## src/rtl/regfile_wb_scheduler.sv

```systemverilog
// Two-lane writeback scheduler: merges lane 0/1 results into a small FIFO that
// drains one entry per cycle into the register file's single write port.
module regfile_wb_scheduler #(
    parameter int QDEPTH = 4
) (
    input  logic        clock,
    input  logic        reset,
    input  logic        wb0_valid,
    input  logic [4:0]  wb0_reg,
    input  logic [31:0] wb0_data,
    input  logic        wb1_valid,
    input  logic [4:0]  wb1_reg,
    input  logic [31:0] wb1_data,
    output logic        wb_ready,
    output logic        ctrl_writeEnable,
    output logic [4:0]  ctrl_writeReg,
    output logic [31:0] data_writeReg,
    input  logic [4:0]  probe_reg,
    output logic        probe_hit,
    output logic [2:0]  pend_count
);
    localparam int PW = $clog2(QDEPTH);
    localparam int CW = PW + 1;

    logic [4:0]    mem_reg  [QDEPTH];
    logic [31:0]   mem_data [QDEPTH];
    logic [PW-1:0] head;
    logic [PW-1:0] tail;
    logic [CW-1:0] count;
    logic          take0;
    logic          take1;
    logic          deq;

    // Handshake: a lane transfers at a rising edge when its valid and wb_ready
    // are both high; wb_ready comes only from count, so a requester seeing it low
    // holds its request unchanged until an edge where wb_ready is high.
    assign wb_ready = (count <= CW'(QDEPTH - 2));

    // Lane 0 loses a same-register collision because lane 1 holds the newer value.
    always_comb begin
        take0 = 1'b0;
        take1 = 1'b0;
        take0 = wb_ready && wb0_valid && (wb0_reg != 5'd0) &&
                !(wb1_valid && (wb1_reg == wb0_reg));
        take1 = wb_ready && wb1_valid && (wb1_reg != 5'd0);
    end

    assign deq = (count != '0);

    always_ff @(posedge clock or negedge reset) begin
        if (!reset) begin
            count <= '0;
            head  <= '0;
            tail  <= '0;
        end else begin
            count <= count + CW'(take0) + CW'(take1) - CW'(deq);
            head  <= head + PW'(deq);
            tail  <= tail + PW'(take0) + PW'(take1);
        end
    end

    // Entry storage is never read unless occupied, so it carries no reset.
    always_ff @(posedge clock) begin
        if (take0) begin
            mem_reg[tail]  <= wb0_reg;
            mem_data[tail] <= wb0_data;
        end
        if (take1) begin
            mem_reg[take0 ? tail + PW'(1) : tail]  <= wb1_reg;
            mem_data[take0 ? tail + PW'(1) : tail] <= wb1_data;
        end
    end

    assign ctrl_writeEnable = deq;
    assign ctrl_writeReg    = deq ? mem_reg[head]  : 5'd0;
    assign data_writeReg    = deq ? mem_data[head] : 32'd0;
    assign pend_count       = 3'(count);

    // A slot is occupied when its distance from head is below count.
    always_comb begin
        probe_hit = 1'b0;
        for (int i = 0; i < QDEPTH; i++) begin
            if ((CW'(PW'(PW'(i) - head)) < count) && (mem_reg[i] == probe_reg)) begin
                probe_hit = 1'b1;
            end
        end
        if (probe_reg == 5'd0) begin
            probe_hit = 1'b0;
        end
    end
endmodule

```

## config.mk

```make
export PLATFORM = sky130hd
export DESIGN_NAME = regfile_wb_scheduler
export DESIGN_NICKNAME = d
export VERILOG_FILES = /design/src/rtl/regfile_wb_scheduler.sv
export SDC_FILE = /design/constraint.sdc
export NUM_CORES = 1
export LEC_CHECK = 0
export BUFFER_PORTS_ARGS = -buffer_cell sky130_fd_sc_hd__buf_2
export CAP_MARGIN = 20
export CELL_PAD_IN_SITES_DETAIL_PLACEMENT = 0
export CELL_PAD_IN_SITES_GLOBAL_PLACEMENT = 1
export CORE_ASPECT_RATIO = 0.7
export CORE_MARGIN = 2
export CORE_UTILIZATION = 45
export DETAILED_ROUTE_END_ITERATION = 10
export PLACE_DENSITY = 0.76
export REMOVE_ABC_BUFFERS = 1
export SYNTH_ARGS = -nofsm -noshare
export SYNTH_HDL_FRONTEND = slang
export SYNTH_SLANG_ARGS = --single-unit
```

## constraint.sdc

```tcl
create_clock -name clock -period 13.6 [get_ports clock]
set_input_delay 2.72 -clock clock [delete_from_list [all_inputs] [get_ports clock]]
set_output_delay 2.72 -clock clock [all_outputs]
set_load 0.02 [all_outputs]
```

Word-level counts from Yosys, hierarchy flattened
Memory sizes are Yosys's and may differ from the RTL's.
Cells that the tools add are included.
Cells by class
  multiplexer cells: 12
  magnitude comparators: 5
  $add $sub $neg: 11
  equality and inequality tests: 5
  reduce and logical (&&, ||, !) cells: 15
Operators with widths (number)
  two-way mux 32 bit: 1
  == test 5 bit: 5
  less-than comparator 2 x 3 -> 1 bit: 4
  logical AND 1 bit: 10
  nonzero test 5 bit: 2
  two-way mux 1 bit: 9
  adder 2 x 1 -> 2 bit: 3
  adder 3 x 1 -> 3 bit: 2
  zero test 5 bit: 1
  two-way mux 5 bit: 1
  subtractor 1 x 2 -> 2 bit (first input constant): 2
  subtractor 2 bit (first input constant): 2
  <= comparator 3 x 2 -> 1 bit (second input constant): 1
  nonzero test 3 bit: 1
  subtractor 3 x 1 -> 3 bit: 1
  adder 2 x 1 -> 2 bit (second input constant): 1
  two-way mux 2 bit: 1
  zero test 1 bit: 1
Word-level totals
  bits in writable memories: 148
  memories: 2
  bits in registers: 7
  output and inout bits: 43
Memory list
  mem_data: words 4, bits a word 32, rd ports 1, clocked after memory_dff 0, wr ports 2, line 26  | logic [31:0] mem_data [QDEPTH];
  mem_reg: words 4, bits a word 5, rd ports 5, clocked after memory_dff 0, wr ports 2, line 25  | logic [4:0] mem_reg [QDEPTH];

Depth between registers and ports, before layout
Gate-level depths: netlist of run 1.
  word-level depth: 8
  gate-level depth with buffers: 10
  mapped depth without buffers: 9

Least setup slack after synthesis of run 1
OpenSTA, ideal clock, no wires.
  kind: input -> register
  from: input port wb1_reg[2]
  to: memory mem_data[1][0], enable pin
  arrival time: 6000 ps
  stages: 5
  setup slack: 7117 ps
  buffers on the path: 0
  path through: or4_1 o22ai_1 nor3_1 nor2_1 o21ai_0
RTL lines
  from (decl): line 12  | input logic [4:0] wb1_reg,
  to (decl): line 26

Worst setup path after layout of run 1
  from: input port probe_reg[2]
  to: output port probe_hit
Between the ends
  cells in the longest elaborated chain, start to end: 7
  elaborated cells on any way between the ends: 14
Ends and longest elaborated chain
  from (decl): line 18  | input logic [4:0] probe_reg,
  == test 5 bit: line 83  | if ((CW'(PW'(PW'(i) - head)) < count) && (mem_reg[i] == probe_reg)) begin
  logical AND 1 bit: line 83
  two-way mux 1 bit (4 in series): line 83
  two-way mux 1 bit (*): line 87  | if (probe_reg == 5'd0) begin
  to (decl): line 19  | output logic probe_hit,
Mark *: on every way between the ends. The rest lies on a longest branch, timed or not.

==> metrics.md, run 1 <==
| Metric | Value |
|---|---|
| Actual transition at the worst max-transition pin | `0.844 ns` |
| Postcts setup bufs | `0` |
| Fmax | `153 MHz` |
| Area post-placement | `9430 um^2` |
| First-pass GRT wire length | `30.8 mm` |
| Buffer type at the clock tree root | `sky130_fd_sc_hd__clkbuf_16` |
| Cells resized by post-CTS repair | `0` |
| Number of placement rows | `42` |
| Biggest area contributors in the synthesized netlist | `sky130_fd_sc_hd__edfxtp_1, sky130_fd_sc_hd__mux2_2, sky130_fd_sc_hd__mux4_2` |
| Area share of the leading cell type in the synthesized netlist | `51.8%` |
| YS warnings | `0` |
| Arrival time reported for the critical path endpoint | `3.84 ns` |
| Leak Pwr | `0.00366 uW` |
| Per-cell routed wire length | `21.9 um` |
| Fraction of final layout cells sized beyond drive strength 1 | `54.3%` |
| Critical path peak fanout | `5` |
| Slew Viols, Final | `0` |
| Power per Cell Area | `228 nW/um^2` |
| Filler-free cell count of the finished design | `901` |
| Setup-violating endpoint count in the final report | `0` |
| Total Nets Final | `739` |
| CTS hold repair buffers | `0` |
| Vertical die dimension | `120 um` |
| Area enclosed by the die boundary | `20,200 um^2` |
| Initial antenna violation count | `5` |
| H-tree lvl count | `4` |
| Pre-antenna DRT Iters | `6` |
| IO Port Bufs | `125` |
| Largest register FFs | `128` |
| Violation count after the first detailed-routing iteration | `279` |
| Area of the mapped netlist | `8580 um^2` |
| HPWL reported at the end of detailed placement | `12.0 mm` |
| Number of hold violations in the final report | `0` |
| Highest metal used | `met5` |
| Most instantiated library cell after synthesis | `sky130_fd_sc_hd__edfxtp_1` |
| Most frequently used flop master after synthesis | `sky130_fd_sc_hd__edfxtp_1` |
| Initial Util | `45.6%` |
| Maximum number of pins on one net before global-route repair | `43` |
| Outcome | `finished clean` |
| Number of distinct library cell variants in the gate-level netlist after synthesis | `37` |
| Area of all placed cells without fillers | `10,000 um^2` |
| Total number of clock tree sinks | `155` |
| Cell depth of the worst min-delay path | `1` |
| Post-synth EDFFs | `148` |
| Number of maximum-capacitance violations | `0` |
| Overall global routing resource usage | `20.6%` |
| Clock Pin Slew Worst Setup and Hold Paths | `0.06 ns` |
| Via density per instance | `5.60` |
| Area growth from synthesis to layout | `16.8%` |
| Worst Path Class, Setup | `in2out` |
| Met3 Routed Length | `1.55 mm` |
| DRC | `0` |
| Unrepaired setup endpoints after global routing | `false` |
| Post-detailed-route count of antenna-violating nets | `0` |
| Most instantiated cells after synthesis | `sky130_fd_sc_hd__edfxtp_1, sky130_fd_sc_hd__mux2_2, sky130_fd_sc_hd__nor2b_1` |
| Routed length on met2 | `9.65 mm` |
| Required time reported for the critical path endpoint | `10.88 ns` |
| Post-synth ARST share | `4.52%` |
| Placeable Area | `18,800 um^2` |
| Inserted Clock Buffers | `17` |
| I/O pin count | `126` |
| Instance count of the mapped netlist | `518` |
| Fin crit share | `48.2%` |
| Routed wire length | `19.8 mm` |
| Final weighted congestion in routability-driven placement | `0.834` |
| Worst clock skew | `0.0119 ns` |
| Horiz. Die Dim | `169 um` |
| Cell taking the most area after synthesis | `sky130_fd_sc_hd__edfxtp_1` |
| Post-synthesis average cell area | `16.6 um^2` |
| Maximum vdd ir drop | `0.000107 V` |
| Number of placed instances with taps included | `865` |
| Portion of the post-synthesis area used by sequential elements | `53.9%` |
| Type of the worst min-delay path | `reg2reg` |
| Reg-to-reg setup timing slack | `10.48 ns` |
| Setup crit start kind | `input pin` |
| Number of flip-flops and latches in the synthesized netlist | `155` |
| Vias in the first global route | `5,402` |
| Clock latency on the worst-skew pair | `0.42 ns` |
| Clock tree from TritonCTS | `yes` |
| Critical path endpoint category | `primary output` |
| Final sum of negative setup slack | `0 ns` |
| Worst R2R Path Depth | `7` |
| Sum of routed wire segments on met1 | `8.42 mm` |
| Final critical-path required period | `6.56 ns` |
| Maximum number of buffers from clock root to sink | `2` |
| Via count | `5,042` |
| Relative slew slack | `43.7%` |
| Core occupancy in the finished layout | `53.3%` |
| Aggregate global routing overflow | `0` |
report_power, final:
group	switching (uW)	internal, uW
Sequential	54.0	731
Combinational	598	435
Clock	186	285
routing by layer:
metal | track usage (%) | vias to the layer above
met1 | 26.9 | 2596
met4 | 4.65 | 4
li1 | - | 2274
met5 | 0 | -
met2 | 34.6 | 156
met3 | 6.10 | 12
path summary, 6_finish.rpt:
check                              start       endpoint
max                         probe_reg[2]      probe_hit
min                              tail[1]        tail[1]
max reg2reg                pend_count[1]  mem_reg[3][3]
min reg2reg                      tail[1]        tail[1]
max in group asynchronous          reset        head[1]
min in group asynchronous          reset  pend_count[2]
cell usage in the layout, fill, tap and decap left out, types with 7 or more instances in the layout:
| cell | count |
|---|---|
| sky130_fd_sc_hd__clkbuf_16 | 17 |
| sky130_fd_sc_hd__edfxtp_1 | 148 |
| sky130_fd_sc_hd__nor3_1 | 7 |
| sky130_fd_sc_hd__mux2_1 | 8 |
| sky130_fd_sc_hd__inv_1 | 13 |
| sky130_fd_sc_hd__nor2b_1 | 38 |
| sky130_fd_sc_hd__mux2_4 | 30 |
| sky130_fd_sc_hd__ha_1 | 11 |
| sky130_fd_sc_hd__xor2_1 | 12 |
| sky130_fd_sc_hd__xnor2_1 | 17 |
| sky130_fd_sc_hd__buf_4 | 11 |
| sky130_fd_sc_hd__buf_2 | 125 |
| sky130_fd_sc_hd__mux2_2 | 110 |
| sky130_fd_sc_hd__mux4_2 | 37 |
per-stage QoR:
stage / setup WS (ns) / hold slack (ns) / total power (uW)
floorplan: 7.12 / 0.542 / 1500
global placement: 7.11 / 0.612 / 1820
detailed placement: 7.02 / 0.608 / 1840
CTS: 7.02 / 0.617 / 2320
global route: 6.94 / 0.682 / 2420
finish: 7.04 / 0.620 / 2290
logic make-up after synthesis:
kind of cell    share of synthesized area, %
flops                                   53.9
compound gates                          1.58
mux                                     31.4
buf+inv                                 3.11
fa+ha+maj                               2.30
simple gates                            4.80
xor+xnor                                2.96
critical path, cell delays in order:
cell	delay, ns
sky130_fd_sc_hd__buf_2	0.14
sky130_fd_sc_hd__xor2_1	0.16
sky130_fd_sc_hd__nor3_1	0.21
sky130_fd_sc_hd__o2111ai_1	0.14
sky130_fd_sc_hd__o31ai_1	0.09
sky130_fd_sc_hd__o22a_1	0.20
sky130_fd_sc_hd__buf_2	0.17
layout make-up:
| type | instances | area [um^2] |
|---|---|---|
| Antenna cell | 5 | 12.5 |
| Tap cell | 242 | 303 |
| Multi-Input combinational cell | 319 | 3750 |
| Clock buffer | 18 | 429 |
| Fill cell | 1552 | 8790 |
| Clock inverter | 13 | 153 |
| Inverter | 13 | 48.8 |
| Timing Repair Buffer | 136 | 708 |
| Sequential cell | 155 | 4620 |
Note: power is estimated with default switching activity, not from simulation.
==> run 2, diff against run 1 <==
- CORE_UTILIZATION: 45 -> 44
- PLACE_DENSITY: 0.76 -> 0.78
- clock period: 13.6 -> 5.7 ns (I/O delays scaled with it)
==> metrics.md, run 2 (synthesized netlist as in run 1, its figures left out) <==
| Metric | Value |
|---|---|
| Internal power | `3600 uW` |
| Horiz. Die Dim | `171 um` |
| Share of total power consumed by net switching | `36.2%` |
| Required time reported for the critical path endpoint | `4.56 ns` |
| Most common cell after layout, fill and taps aside | `sky130_fd_sc_hd__edfxtp_1` |
| Slew Viols, Final | `0` |
| Fmax | `251 MHz` |
| Type of the worst min-delay path | `in2async` |
| Maximum number of pins on one net before global-route repair | `43` |
| DRC | `0` |
| Area growth from synthesis to layout | `17.9%` |
| Critical path, cell by cell | `xnor2_1 -> inv_1 -> ha_1 -> a21oi_1 -> o2111ai_1 -> o31ai_1 -> o22a_1 -> buf_2` |
| Maximum number of buffers from clock root to sink | `2` |
| Routed length on met2 | `10.0 mm` |
| Critical path peak fanout | `42` |
| Fin crit share | `69.9%` |
| Core occupancy in the finished layout | `53.2%` |
| Maximum vdd ir drop | `0.000244 V` |
| Unrepaired setup endpoints after global routing | `false` |
| Fillers | `1,600` |
| Aggregate global routing overflow | `0` |
| Final sum of negative setup slack | `0 ns` |
| IO Port Bufs | `125` |
| Overall global routing resource usage | `20.7%` |
| Actual transition at the worst max-transition pin | `1.03 ns` |
| Filler-free cell count of the finished design | `920` |
| Relative slew slack | `31.3%` |
| Pre-antenna DRT Iters | `4` |
| Proportion of power drawn by combinational gates | `41.8%` |
| Outcome | `finished clean` |
| Worst clock skew | `0.0121 ns` |
| Worst R2R Path Depth | `7` |
| Clock Pin Slew Worst Setup and Hold Paths | `0.06 ns` |
| Fraction of final layout cells sized beyond drive strength 1 | `54.2%` |
| Number of maximum-capacitance violations | `0` |
| H-tree lvl count | `4` |
| Sequential power share | `35.6%` |
| Reg-to-reg setup timing slack | `2.28 ns` |
| Met3 Routed Length | `1.49 mm` |
| Final weighted congestion in routability-driven placement | `0.812` |
| Total number of clock tree sinks | `155` |
| Postcts setup bufs | `0` |
| HPWL reported at the end of detailed placement | `13.0 mm` |
| Highest metal used | `met5` |
| Power per Cell Area | `558 nW/um^2` |
| Post-detailed-route count of antenna-violating nets | `0` |
| Critical path endpoint category | `primary output` |
| Clock network power share | `22.6%` |
| Leak Pwr | `0.00371 uW` |
| Final critical-path required period | `3.99 ns` |
| Number of hold violations in the final report | `0` |
| Cells resized by post-CTS repair | `0` |
| Setup-violating endpoint count in the final report | `0` |
| Worst Path Class, Setup | `reg2out` |
| Startpoint of the most critical register-to-register path | `pend_count[1]` |
| First-pass GRT wire length | `30.9 mm` |
| Slowest cell on crit path | `sky130_fd_sc_hd__dfrtp_4` |
| Buffer type at the clock tree root | `sky130_fd_sc_hd__clkbuf_16` |
| Clock latency on the worst-skew pair | `0.42 ns` |
| Initial antenna violation count | `4` |
| Commonest cells after routing, fill and taps aside | `sky130_fd_sc_hd__edfxtp_1, sky130_fd_sc_hd__buf_2, sky130_fd_sc_hd__mux2_2` |
| Vias in the first global route | `5,165` |
| Area enclosed by the die boundary | `20,600 um^2` |
| Capture point of the worst reg-to-reg path | `mem_data[3][0]` |
| Power spent charging and discharging nets | `2040 uW` |
| Number of placed instances with taps included | `887` |
| Placeable Area | `19,000 um^2` |
| Largest register FFs | `128` |
| I/O pin count | `126` |
| Total design power | `5640 uW` |
| Routed wire length | `20.8 mm` |
| Total Nets Final | `739` |
| Number of placement rows | `42` |
| Sum of routed wire segments on met1 | `8.99 mm` |
| Vertical die dimension | `121 um` |
| CTS hold repair buffers | `0` |
| Arrival time reported for the critical path endpoint | `2.85 ns` |
| Initial Util | `45.1%` |
| Violation count after the first detailed-routing iteration | `398` |
| Clock tree from TritonCTS | `yes` |
| Via density per instance | `5.50` |
| Inserted Clock Buffers | `17` |
| Setup crit start kind | `flop` |
| Per-cell routed wire length | `22.6 um` |
| Biggest cell delay along the critical path | `1.01 ns` |
| Via count | `5,063` |
[run 2: metrics by stage]
stage	hold slack, ns	setup WS [ns]	cell area [um^2]
finish	0.546	1.71	10100
floorplan	0.542	0.797	8360
global placement	0.597	1.45	9460
detailed placement	0.602	1.37	9460
global route	0.542	1.48	10100
CTS	0.536	1.64	10100
[run 2: worst max path at each step]
stage	startpoint	end	slack, ns	depth (start not counted)
2_1_floorplan	wb1_reg[2]	mem_data[1][0]	0.80	5
3_5_place_dp	wb0_reg[1]	mem_data[3][0]	1.37	7
4_1_cts	head[0]	probe_hit	1.64	8
6_report	head[0]	probe_hit	1.71	8
5_1_grt	head[0]	probe_hit	1.48	8
3_3_place_gp	wb0_reg[1]	mem_reg[3][1]	1.45	7
[run 2: layer usage]
layer	up-vias	track usage, %
li1	2272	-
met2	168	34.1
met5	-	0
met4	6	4.61
met1	2595	27.6
met3	22	5.30
[run 2: area by class of cell]
cell class,instances,area [um^2],share of cell area [%]
Multi-Input combinational cell,319,3750,37.0
Clock inverter,13,220,2.18
Timing Repair Buffer,136,708,7.00
Inverter,13,48.8,0.482
Tap cell,264,330,3.27
Antenna cell,1,2.50,0.0247
Sequential cell,155,4620,45.7
Clock buffer,19,433,4.28
[run 2: critical path: cells and delay by family, from the launching register on]
kind,cells,cell delay (ns)
XOR/XNOR,1,0.22
buffers and inverters,2,0.24
AO/OA/AOI/OAI,4,0.67
adder cells (fa/ha/maj),1,0.27
flip-flops,1,1.01
[run 2: power groups by stage]
| stage | Clock, uW | Sequential, uW | Combinational (uW) |
|---|---|---|---|
| final | 1280 | 2010 | 2360 |
| after global routing | 1340 | 2050 | 2530 |
| after global placement | 0 | 2010 | 2350 |
| after floorplan | 0 | 1980 | 1610 |
| after CTS | 1290 | 2020 | 2390 |
| after detailed placement | 0 | 2030 | 2380 |
